<file path="config.mk">
export PLATFORM = sky130hd
export DESIGN_NAME = wave_table_loader
export DESIGN_NICKNAME = d
export VERILOG_FILES = /design/src/rtl/wave_table_loader.sv
export SDC_FILE = /design/constraint.sdc
export NUM_CORES = 1
export LEC_CHECK = 0
export ABC_AREA = 0
export BUFFER_PORTS_ARGS = -buffer_cell sky130_fd_sc_hd__buf_2
export CAP_MARGIN = 30
export CORE_UTILIZATION = 45
export CTS_CLUSTER_SIZE = 30
export DETAILED_ROUTE_END_ITERATION = 6
export PLACE_DENSITY = 0.69
export SLEW_MARGIN = 15
export SYNTH_ARGS = -nofsm -noshare
export SYNTH_HDL_FRONTEND = slang
export SYNTH_SLANG_ARGS = --single-unit
</file>
<file path="constraint.sdc">
create_clock -name clk -period 2.2 [get_ports clk]
set_clock_uncertainty 0.1 [all_clocks]
set_input_delay 0.22 -clock clk [delete_from_list [all_inputs] [get_ports clk]]
set_output_delay 0.22 -clock clk [all_outputs]
set_load 0.005 [all_outputs]
</file>
<file path="src/rtl/wave_table_loader.sv">
// Writer side of the waveform BRAM: streams one digitized table into port A,
// accumulating a byte count and additive checksum and flagging malformed transfers.
module wave_table_loader #(
  parameter int                ADDR_W    = 16,
  parameter int                TABLE_LEN = 1000,
  parameter logic [ADDR_W-1:0] SINE_BASE = ADDR_W'(16'h0000),
  parameter logic [ADDR_W-1:0] TRI_BASE  = ADDR_W'(16'h03E8)
) (
  input  logic              clk,
  input  logic              rst_n,
  input  logic              start,
  input  logic [1:0]        table_sel,
  input  logic              s_valid,
  input  logic [7:0]        s_data,
  input  logic              s_last,
  output logic              s_ready,
  output logic [ADDR_W-1:0] bram_addr,
  output logic [7:0]        bram_din,
  output logic              bram_we,
  output logic              busy,
  output logic              done,
  output logic              error,
  output logic [1:0]        err_code,
  output logic [15:0]       checksum,
  output logic [15:0]       count
);

  typedef enum logic [1:0] {
    IDLE  = 2'd0,
    LOAD  = 2'd1,
    FLUSH = 2'd2
  } state_t;

  localparam logic [1:0]        ERR_NONE    = 2'd0;
  localparam logic [1:0]        ERR_BAD_SEL = 2'd1;
  localparam logic [1:0]        ERR_SHORT   = 2'd2;
  localparam logic [1:0]        ERR_LONG    = 2'd3;
  localparam logic [ADDR_W-1:0] LAST_IDX    = ADDR_W'(TABLE_LEN - 1);

  state_t            state_r;
  logic [ADDR_W-1:0] base_r;
  logic [ADDR_W-1:0] index_r;
  logic [1:0]        pend_err_r;
  logic              accept_s;
  logic              at_end_s;

  // Termination status of a transfer given the final accepted byte.
  function automatic logic [1:0] end_code(input logic last, input logic at_end);
    logic [1:0] code;
    if (last && at_end) begin
      code = ERR_NONE;
    end else if (last) begin
      code = ERR_SHORT;
    end else begin
      code = ERR_LONG;
    end
    return code;
  endfunction

  assign accept_s = s_valid & s_ready;
  assign at_end_s = (index_r == LAST_IDX);

  // Loader FSM with all outputs registered.
  always_ff @(posedge clk) begin
    if (!rst_n) begin
      state_r    <= IDLE;
      base_r     <= '0;
      index_r    <= '0;
      pend_err_r <= ERR_NONE;
      s_ready    <= 1'b0;
      bram_addr  <= '0;
      bram_din   <= 8'h00;
      bram_we    <= 1'b0;
      busy       <= 1'b0;
      done       <= 1'b0;
      error      <= 1'b0;
      err_code   <= ERR_NONE;
      checksum   <= 16'h0000;
      count      <= 16'h0000;
    end else begin
      bram_we <= 1'b0;
      done    <= 1'b0;
      case (state_r)
        IDLE: begin
          if (start) begin
            error    <= 1'b0;
            err_code <= ERR_NONE;
            checksum <= 16'h0000;
            count    <= 16'h0000;
            index_r  <= '0;
            case (table_sel)
              2'd0: begin
                base_r  <= SINE_BASE;
                state_r <= LOAD;
                busy    <= 1'b1;
                s_ready <= 1'b1;
              end
              2'd1: begin
                base_r  <= TRI_BASE;
                state_r <= LOAD;
                busy    <= 1'b1;
                s_ready <= 1'b1;
              end
              default: begin
                error    <= 1'b1;
                err_code <= ERR_BAD_SEL;
              end
            endcase
          end
        end
        LOAD: begin
          if (accept_s) begin
            bram_we   <= 1'b1;
            bram_addr <= base_r + index_r;
            bram_din  <= s_data;
            checksum  <= checksum + {8'h00, s_data};
            count     <= count + 16'd1;
            index_r   <= index_r + {{(ADDR_W-1){1'b0}}, 1'b1};
            // The terminating byte is still written; the stream closes right behind it.
            if (s_last || at_end_s) begin
              pend_err_r <= end_code(s_last, at_end_s);
              s_ready    <= 1'b0;
              state_r    <= FLUSH;
            end
          end
        end
        FLUSH: begin
          state_r <= IDLE;
          busy    <= 1'b0;
          if (pend_err_r == ERR_NONE) begin
            done <= 1'b1;
          end else begin
            error    <= 1'b1;
            err_code <= pend_err_r;
          end
        end
        default: begin
          state_r <= IDLE;
          busy    <= 1'b0;
          s_ready <= 1'b0;
        end
      endcase
    end
  end

endmodule

</file>
==> impl_metrics.json, run 1 <==
{
  "ant_nets": 0,
  "synthesis.area_per_instance_um2": 8.714,
  "required_ps": 2400,
  "track_usage_pct": 20.85,
  "ys_seq_elements": 84,
  "grt_pass1_vias": 3382,
  "fin_area_mm2": 0.004967,
  "grt.overflow.total": 0,
  "wl_per_cell_um": 14.58,
  "cts.clk_slew.worst_paths_ps": 90,
  "worst_slack_ps": 72.78,
  "crit_path_start_kind": "register",
  "io_buffers": 77,
  "cts_max_path_buffers": 2,
  "hold_path.class": "in -> reg",
  "rows": 34,
  "muxShareOfSynthArea_pct": 0.7194,
  "grt_max_degree": 23,
  "powerDensity_mw_per_mm2": 552.5,
  "fp.dieArea_mm2": 0.009665,
  "dieHeight_um": 98.31,
  "multi_input_area_mm2": 0.002406,
  "synth_top_family_by_area": "simple AND/OR/NAND/NOR gates",
  "dp_hpwl_mm": 7.300,
  "leakage_uw": 0.002119,
  "final_nets": 600,
  "yosysTopAreaCell": "dfxtp_1",
  "intPower_uw": 2023,
  "worstMarginPinSlew_ps": 724.4,
  "clockPowerShare_pct": 37.0,
  "async_reset_ff_share_pct": 0,
  "rrSetupSlack_ps": 70,
  "synth_warnings": 0,
  "fillerInstances": 840,
  "fmax_mhz": 470.1,
  "clkLatencyLatePin_ps": 360,
  "yosys_most_used_dff": "dfxtp_1",
  "endpoint_kind": "register",
  "failed_checks": "DRC",
  "outcome": "complete, but fails checks",
  "synth_top_area_share_pct": 40.29,
  "clkSinkCount": 84,
  "fin_util_pct": 56.14,
  "ir_worst_vdd_mv": 0.2821,
  "vias_per_cell": 5.399,
  "cts_buffers": 9,
  "cp_max_fo": 4,
  "grt_pass1_wl_mm": 16.24,
  "syn2layout_area_growth_pct": 19.00,
  "synth_edf_count": 0,
  "placed_cell_area_mm2": 0.004736,
  "synthSimpleGateAreaFrac_pct": 23.86,
  "cts_tree": "built",
  "ys_types": 54,
  "syn-num-nets": 512,
  "fin_crit_ps": 2127,
  "drc": 9,
  "n_antenna_cell": 0,
  "swShare_pct": 26.29,
  "synth_xor_area_share_pct": 9.233,
  "syn_area_mm2": 0.004174,
  "initial_core_util_pct": 47.17,
  "cts_hold_buffers": 0,
  "globalplace.congestion": 0.8744,
  "wl_mm": 9.914,
  "power_frac_seq_pct": 56.3,
  "dr.pass1.iters": 7,
  "slew_headroom_pct": 51.53,
  "yosys-top-cells-area": "dfxtp_1, xor2_1, nand2_1",
  "finalHoldViolCount": 0,
  "fp.dieW_um": 98.31,
  "core_mm2": 0.008848,
  "setup_tns_ps": 0,
  "syn-instance-count": 479,
  "synth-adder-area-share_pct": 5.576,
  "holdWs_ps": 16.72,
  "grt_antenna_before_repair": 0,
  "post-place-ws_ps": -27.46,
  "io-pin-count": 78,
  "synth_compound_area_share_pct": 17.00,
  "ys_seq_area_share_pct": 40.29,
  "ff_latch_area_mm2": 0.001683,
  "slew_viol_final": 0,
  "htree_levels": 3,
  "cap_viol_max_count": 0,
  "drt_iter0_drc": 130,
  "p_sw_uw": 721.4,
  "fin_crit_sh_pct": 96.69,
  "root_buffer": "clkbuf_8",
  "pwr-share-comb_pct": 6.7,
  "cp.arrival_ps": 2330,
  "setup_viol": 0,
  "drive_above_1_share_pct": 22.73,
  "critical_path_class": "reg -> reg",
  "vias": 3671
}
critical path: stages (launching register included):
cell and delay (ps):
dfxtp_2 360, ha_4 130, inv_1 50, fa_2 350
nand2b_4 170, a211oi_4 290, nor2_2 80, or4_1 480
nand2_1 70
power groups by stage:
stage	Clock, uW	Sequential [uW]	Combinational (uW)
after global routing	1100	1550	203
final	1020	1540	184
after global placement	0	1580	178
after detailed placement	0	1580	180
after CTS	1040	1540	181
after floorplan	0	1580	115
per-stage QoR:
| stage | cells | total power (uW) |
|---|---|---|
| final | 680 | 2745 |
| after global routing | 680 | 2851 |
| after CTS | 680 | 2765 |
| after detailed placement | 664 | 1760 |
| after global placement | 664 | 1758 |
| after floorplan | 479 | 1694 |
final timing paths:
path / from / endpoint / cells after the start
max: checksum[0] / checksum[10] / 8
min: s_data[2] / bram_din[2] / 3
max reg2reg: checksum[0] / checksum[10] / 8
min reg2reg: bram_din[0] / bram_din[0] / 2
final cells by class:
class / count / area share, %
inverters: 8 / 0.6045
flip-flops and latches: 84 / 33.88
well taps: 108 / 2.720
clock inverters: 6 / 1.008
multi-input cells: 367 / 48.44
clock buffers: 10 / 2.569
repair buffers: 97 / 10.78
cell usage after synthesis, types with 7 or more instances:
cell type	n
dfxtp_1	84
nand2_1	63
nor2_1	51
xor2_1	30
nand3_1	29
o21ai_0	25
a21oi_1	20
ha_1	17
a21boi_0	15
xnor2_1	14
clkbuf_1	9
inv_1	8
nand4_1	8
or3_1	7
layout by cell type, fill, tap and decap left out, types with 3 or more instances in the layout:
cell type  count
xnor2_1       14
clkinv_4       3
a211oi_1       3
inv_1          8
nor2b_1        5
mux2i_1        3
nor3b_1        4
dfxtp_1       83
nand4_1        8
a211oi_4       4
a21oi_1       19
nand2_1       63
ha_1          16
a31oi_1        3
nor4_1         3
xor2_1        30
nor3_1         6
a21boi_0      15
buf_4         20
nor2_1        50
o211a_1        5
clkbuf_8       9
and2_1         5
o211ai_1       6
nand2b_1       3
or3_1          6
nand3_1       29
o21a_1         3
buf_2         77
and3_1         5
and4_1         5
o21ai_0       25
sequential cells by signal, summed over array words and instances, names as in the netlist, 2 cells and up:
signal and flops:
index_r 16, state_r 2, pend_err_r 2, bram_addr 16
err_code 2, bram_din 8, count 16, checksum 16
timing repair:
action | 4_1_cts | 5_1_grt
gates resized for setup | 1 | 10
buffers inserted | 0 | 0
endpoints found under the setup margin | 2 | 5
pin swaps | 0 | 2
cell families (layout without fill, tap and decap cells):
family,Yosys count,after routing
fa+ha+maj,18,18
flops,84,84
xor+xnor,44,44
simple gates,204,204
compound gates,98,98
mux,3,3
buf+inv,28,121
metal layers:
metal | track usage, % | part of all wire, % | up-vias
met3 | 3.651 | 3.2 | 9
met5 | 0 | 0 | -
li1 | - | - | 1864
met2 | 35.27 | 48 | 62
met4 | 5.855 | 1.0 | 0
met1 | 27.35 | 48 | 1736
No activity file was read; power rests on OpenSTA's default activity.
==> inputs of run 2 (changes only) <==
--- a/config.mk
+++ b/config.mk
@@ -5,12 +5,13 @@
 export SDC_FILE = /design/constraint.sdc
 export NUM_CORES = 1
 export LEC_CHECK = 0
-export ABC_AREA = 0
+export ABC_AREA = 1
 export BUFFER_PORTS_ARGS = -buffer_cell sky130_fd_sc_hd__buf_2
 export CAP_MARGIN = 30
 export CORE_UTILIZATION = 45
 export CTS_CLUSTER_SIZE = 30
 export DETAILED_ROUTE_END_ITERATION = 6
+export GPL_TIMING_DRIVEN = 0
 export PLACE_DENSITY = 0.69
 export SLEW_MARGIN = 15
 export SYNTH_ARGS = -nofsm -noshare
==> run 2 against run 1 <==
Net effect:
- largest power group unchanged
- the run now ends clean
- sequential cell count unchanged
- sequential power about the same
- non-clock buffer count decreased by 2
==> impl_metrics.json, run 2 <==
{
  "outcome": "finished clean",
  "grt_pass1_wl_mm": 17.74,
  "clkSinkCount": 84,
  "endpoint_kind": "register",
  "io-pin-count": 78,
  "n_antenna_cell": 0,
  "globalplace.congestion": 0.9111,
  "clkLatencyLatePin_ps": 350,
  "ys_types": 39,
  "critical_path_class": "reg -> reg",
  "setup_tns_ps": 0,
  "multi_input_area_mm2": 0.002222,
  "cp_common_cell": "nand2_1",
  "path_buf_inv": 2,
  "crit-reg2reg-launch": "checksum[0]",
  "intPower_uw": 2281,
  "vias_per_cell": 4.993,
  "fin_crit_sh_pct": 90.96,
  "powerDensity_mw_per_mm2": 589.1,
  "track_usage_pct": 22.30,
  "ir_worst_vdd_mv": 0.2792,
  "cts_max_path_buffers": 2,
  "post-cts-setup-buffers": 0,
  "cp_max_fo": 5,
  "dp_hpwl_mm": 8.156,
  "r2r_end": "checksum[10]",
  "synth_warnings": 0,
  "pwr-share-comb_pct": 7.5,
  "yosysTopAreaCell": "dfxtp_1",
  "dieHeight_um": 99.76,
  "swShare_pct": 23.82,
  "met1Wirelength_mm": 5.224,
  "syn_area_mm2": 0.004300,
  "cts_buffers": 9,
  "fillerInstances": 926,
  "vias": 4229,
  "rsz0062_at_grt": "no",
  "routed.top_layer": "met4",
  "root_buffer": "clkbuf_8",
  "hold_path.class": "in -> reg",
  "ys_seq_elements": 84,
  "crit_path_start_kind": "register",
  "wl_met2_mm": 5.024,
  "drive_above_1_share_pct": 16.43,
  "wl_mm": 10.79,
  "fp.dieW_um": 99.76,
  "layout_common_cells": "nand2_1, nor2_1, dfxtp_1",
  "io_buffers": 76,
  "reg2reg_depth": 11,
  "drc": 0,
  "synthesis.area_per_instance_um2": 6.892,
  "power_frac_seq_pct": 51.8,
  "yosys_most_used_dff": "dfxtp_1",
  "grt_pass1_vias": 3888,
  "ff_latch_area_mm2": 0.001682,
  "cp_slowest_cell": "fa_1",
  "holdPathStages": 3,
  "async_reset_ff_share_pct": 0,
  "finalHoldViolCount": 0,
  "cap_viol_max_count": 0,
  "syn-instance-count": 624,
  "grt_antenna_before_repair": 0,
  "fp.dieArea_mm2": 0.009951,
  "ys_seq_area_share_pct": 39.10,
  "grt.overflow.total": 0,
  "holdCritStartpoint": "s_data[6]",
  "final_nets": 746,
  "required_ps": 2350,
  "clockPowerShare_pct": 40.7,
  "htree_levels": 3,
  "worstMarginPinSlew_ps": 610.6,
  "wl_met3_um": 416,
  "critPathMaxStageDelay_ps": 400,
  "syn2layout_area_growth_pct": 18.21,
  "slew_viol_final": 0,
  "dr.pass1.iters": 4,
  "ant_nets": 0,
  "crit_family": "adder cells",
  "grt_max_degree": 14,
  "synth_common_cells": "nand2_1, nor2_1, dfxtp_1",
  "setup_viol": 0,
  "cts_tree": "built",
  "synth_edf_count": 0,
  "post-place-ws_ps": 146.7,
  "core_mm2": 0.009240,
  "drt_iter0_drc": 196,
  "p_sw_uw": 713.5,
  "path_cells": "ha_1 -> inv_1 -> fa_1 -> inv_1 -> nand3_1 -> nand2_1 -> nand2_1 -> nand3_2 -> nand2_1 -> o21ai_0 -> a21oi_1",
  "yosysMostFrequentCell": "nand2_1",
  "slew_headroom_pct": 59.30,
  "syn-num-nets": 657,
  "cts.clk_slew.worst_paths_ps": 80,
  "rows": 35,
  "initial_core_util_pct": 46.54,
  "wl_per_cell_um": 12.73,
  "final_common_cell": "nand2_1",
  "fin_crit_ps": 2001,
  "hold_end": "bram_din[6]",
  "fmax_mhz": 499.7,
  "worst_slack_ps": 198.8,
  "cp.arrival_ps": 2150,
  "synth_top_area_share_pct": 39.10,
  "rrSetupSlack_ps": 200,
  "yosys-top-cells-area": "dfxtp_1, nand2_1, nor2_1",
  "leakage_uw": 0.002470,
  "holdWs_ps": 35.37
}
## run 2: cell types whose count changed in the layout (fill, tap and decap cells not counted), sizes merged, moves of 10 or more
cell / change
nand2: +66
a21oi: +27
nand3: +15
xnor2: -10
inv: +74
nor2: +46
xor2: -24
a21boi: -14
o21ai: +23
## run 2: how the worst max path moves through the flow
| stage | endpoint | slack [ps] | cells past startpoint | from |
|---|---|---|---|---|
| 2_1_floorplan | checksum[10] | 370 | 11 | checksum[0] |
| 3_3_place_gp | checksum[8] | 180 | 11 | checksum[0] |
| 3_5_place_dp | checksum[10] | 150 | 11 | checksum[0] |
| 4_1_cts | checksum[10] | 120 | 11 | checksum[0] |
| 5_1_grt | checksum[10] | 60 | 11 | checksum[0] |
| 6_report | checksum[10] | 200 | 11 | checksum[0] |
## run 2: power by group through the flow
stage	clock [uW]	combinational, uW	sequential (uW)
finish	1220	226	1550
global route	1300	252	1550
CTS	1240	225	1550
detailed placement	0	222	1590
global placement	0	217	1590
floorplan	0	142	1590
## run 2: worst min-delay path, delay by kind of cell
| family | cells | cell delay [ps] |
|---|---|---|
| AND/OR/NAND/NOR | 1 | 70 |
| buffers and inverters | 1 | 90 |
| AO/OA/AOI/OAI | 1 | 70 |
## run 2: kinds of logic (layout without fill, tap and decap cells)
family	after synthesis	after routing	share of synthesized area, %
flops	84	84	39.10
compound gates	115	115	14.61
buf+inv	100	194	9.340
simple gates	297	297	29.50
xor+xnor	10	10	2.037
fa+ha+maj	18	18	5.412
## run 2: through the flow
step | util [%] | cell area, um^2 | power [uW] | cells
2_1_floorplan | - | 4300 | 1727 | 624
3_3_place_gp | 52.40 | 4842 | 1802 | 829
4_1_cts | 54.96 | 5079 | 3012 | 847
3_5_place_dp | 52.40 | 4842 | 1808 | 829
5_1_grt | 55.02 | 5084 | 3102 | 847
6_report | 55.02 | 5084 | 2995 | 847
## run 2: cell type report
class	instances	share of cell area (%)
buffer	17	1.772
clock buffer	11	2.781
clock inverter	5	1.477
inverter	83	6.128
multi-input combinational	440	43.71
sequential	84	33.08
tap	129	3.175
timing repair buffer	78	7.876
## run 2: repair_timing
action	in CTS	in global routing
hold buffers	2	0
setup endpoints to repair	0	3
endpoints found under the hold margin	2	0
resized for setup	0	3
## run 2: layer usage
layer  GRT usage [%]  vias up
li1                -     2203
met1           29.12     1918
met2           37.67       95
met3           3.303       13
met4           7.353        0
met5               0        -
==> inputs of run 3 (changes only) <==
--- a/config.mk
+++ b/config.mk
@@ -13,6 +13,7 @@
 export DETAILED_ROUTE_END_ITERATION = 6
 export GPL_TIMING_DRIVEN = 0
 export PLACE_DENSITY = 0.69
+export RECOVER_POWER = 25
 export SLEW_MARGIN = 15
 export SYNTH_ARGS = -nofsm -noshare
 export SYNTH_HDL_FRONTEND = slang
==> run 3 against run 2 <==
Net effect:
- total power is 0.22% lower
- critical path depth unchanged
- register-to-register slack is essentially flat
- clock-buffer cell count unchanged
- critical endpoint unchanged
==> impl_metrics.json, run 3 (synthesized netlist as in run 2, its figures left out) <==
{
  "cp.arrival_ps": 2130,
  "crit-reg2reg-launch": "checksum[0]",
  "final_nets": 746,
  "fmax_mhz": 503.4,
  "worstMarginPinSlew_ps": 605.9,
  "outcome": "finished clean",
  "ir_worst_vdd_mv": 0.2797,
  "crit_family": "adder cells",
  "worst_slack_ps": 213.4,
  "rsz0062_at_grt": "no",
  "track_usage_pct": 22.30,
  "root_buffer": "clkbuf_8",
  "grt_max_degree": 14,
  "power_frac_seq_pct": 51.9,
  "setup_viol": 0,
  "setup_tns_ps": 0,
  "critPathMaxStageDelay_ps": 400,
  "rrSetupSlack_ps": 210,
  "hold_path.class": "in -> reg",
  "clkLatencyLatePin_ps": 350,
  "grt_pass1_wl_mm": 17.74,
  "io-pin-count": 78,
  "layoutNonFillerInstCount": 847,
  "final_common_cell": "nand2_1",
  "layout_common_cells": "nand2_1, nor2_1, dfxtp_1",
  "required_ps": 2340,
  "path_cells": "ha_1 -> inv_1 -> fa_1 -> inv_1 -> nand3_1 -> nand2_1 -> nand2_1 -> nand3_2 -> nand2_1 -> o21ai_0 -> a21oi_1",
  "fin_crit_ps": 1987,
  "ant_nets": 0,
  "fillerInstances": 933,
  "grt.overflow.total": 0,
  "cts_buffers": 9,
  "drt_iter0_drc": 210,
  "startpoint": "checksum[0]",
  "dp_cells": 829,
  "initial_core_util_pct": 46.54,
  "clockPowerShare_pct": 40.6,
  "swShare_pct": 23.68,
  "cts_tree": "built",
  "drc": 0,
  "dieHeight_um": 99.76,
  "fin_crit_sh_pct": 90.30,
  "slew_viol_final": 0,
  "path_buf_inv": 2,
  "io_buffers": 76,
  "slew_headroom_pct": 59.60,
  "grt_pass1_vias": 3888,
  "rows": 35,
  "dr.pass1.iters": 4,
  "timing.critical_path.to": "checksum[10]",
  "vias": 4221,
  "powerDensity_mw_per_mm2": 589.5,
  "core_mm2": 0.009240,
  "syn2layout_area_growth_pct": 17.86,
  "post-cts-setup-buffers": 0,
  "clkSinkCount": 84,
  "p_sw_uw": 707.5,
  "cp_common_cell": "nand2_1",
  "endpoint_kind": "register",
  "drive_above_1_share_pct": 14.76,
  "reg2reg_depth": 11,
  "leakage_uw": 0.002418,
  "wl_per_cell_um": 12.72,
  "critical_path_class": "reg -> reg",
  "fp.dieW_um": 99.76,
  "multi_input_area_mm2": 0.002222,
  "crit_path_start_kind": "register",
  "post-place-ws_ps": 146.7,
  "crit_cells": 11,
  "finalHoldViolCount": 0,
  "wl_mm": 10.78,
  "power_uw": 2988,
  "ff_latch_area_mm2": 0.001682,
  "r2r_end": "checksum[10]",
  "cts_max_path_buffers": 2,
  "pwr-share-comb_pct": 7.5,
  "dp_hpwl_mm": 8.156,
  "cp_slowest_cell": "fa_1",
  "fp.dieArea_mm2": 0.009951,
  "cts.clk_slew.worst_paths_ps": 80,
  "cap_viol_max_count": 0,
  "globalplace.congestion": 0.9111,
  "htree_levels": 3,
  "intPower_uw": 2281,
  "vias_per_cell": 4.983,
  "n_antenna_cell": 0,
  "grt_antenna_before_repair": 0,
  "cp_max_fo": 5
}
## run 3: cell types whose count changed in the layout (fill, tap and decap cells not counted)
cell,before,now
clkbuf_1,6,17
buf_1,3,4
buf_2,82,70
## run 3: final cells by class
| cell class | count | area share [%] |
|---|---|---|
| multi-input cells | 440 | 43.84 |
| well taps | 129 | 3.184 |
| inverters | 83 | 6.147 |
| flip-flops and latches | 84 | 33.18 |
| plain buffers | 17 | 1.777 |
| clock buffers | 11 | 2.789 |
| repair buffers | 78 | 7.603 |
| clock inverters | 5 | 1.481 |
## run 3: through the flow
step / instance area [um^2] / hold slack, ps / util [%]
floorplan: 4300 / 215.6 / -
global placement: 4842 / 329.6 / 52.40
detailed placement: 4842 / 349.9 / 52.40
CTS: 5079 / 36.29 / 54.96
global route: 5069 / 46.68 / 54.85
finish: 5069 / 40.28 / 54.85
## run 3: power groups by stage
stage / Clock [uW] / Sequential (uW) / Combinational (uW)
floorplan: 0 / 1590 / 142
global placement: 0 / 1590 / 217
detailed placement: 0 / 1590 / 222
CTS: 1240 / 1550 / 225
global route: 1300 / 1550 / 251
finish: 1210 / 1550 / 225
## run 3: worst reg2reg max path: stages (launching register included)
cell	delay [ps]
dfxtp_1	380
ha_1	180
inv_1	70
fa_1	400
inv_1	70
nand3_1	60
nand2_1	130
nand2_1	80
nand3_2	120
nand2_1	100
o21ai_0	160
a21oi_1	50
## run 3: how the worst min path moves through the flow
| stage | cells past startpoint | endpoint | slack [ps] | from |
|---|---|---|---|---|
| after floorplan | 1 | pend_err_r[0] | 220 | s_last |
| after global placement | 2 | pend_err_r[0] | 330 | s_last |
| after detailed placement | 2 | pend_err_r[0] | 350 | s_last |
| after CTS | 3 | bram_din[6] | 40 | s_data[6] |
| after global routing | 3 | bram_din[4] | 50 | s_data[4] |
| final | 3 | bram_din[6] | 40 | s_data[6] |
## run 3: timing repair
item                                   CTS  global route
gates resized for setup                  0             3
hold buffers                             2             0
endpoints found under the hold margin    2             0
setup endpoints to repair                0             3
## run 3: per-layer routing
| layer | global-route usage (%) | wire [um] | vias up |
|---|---|---|---|
| li1 | - | - | 2199 |
| met1 | 29.12 | 5237 | 1917 |
| met2 | 37.67 | 5015 | 96 |
| met3 | 3.303 | 426 | 9 |
| met4 | 7.353 | 97 | 0 |
| met5 | 0 | 0 | - |
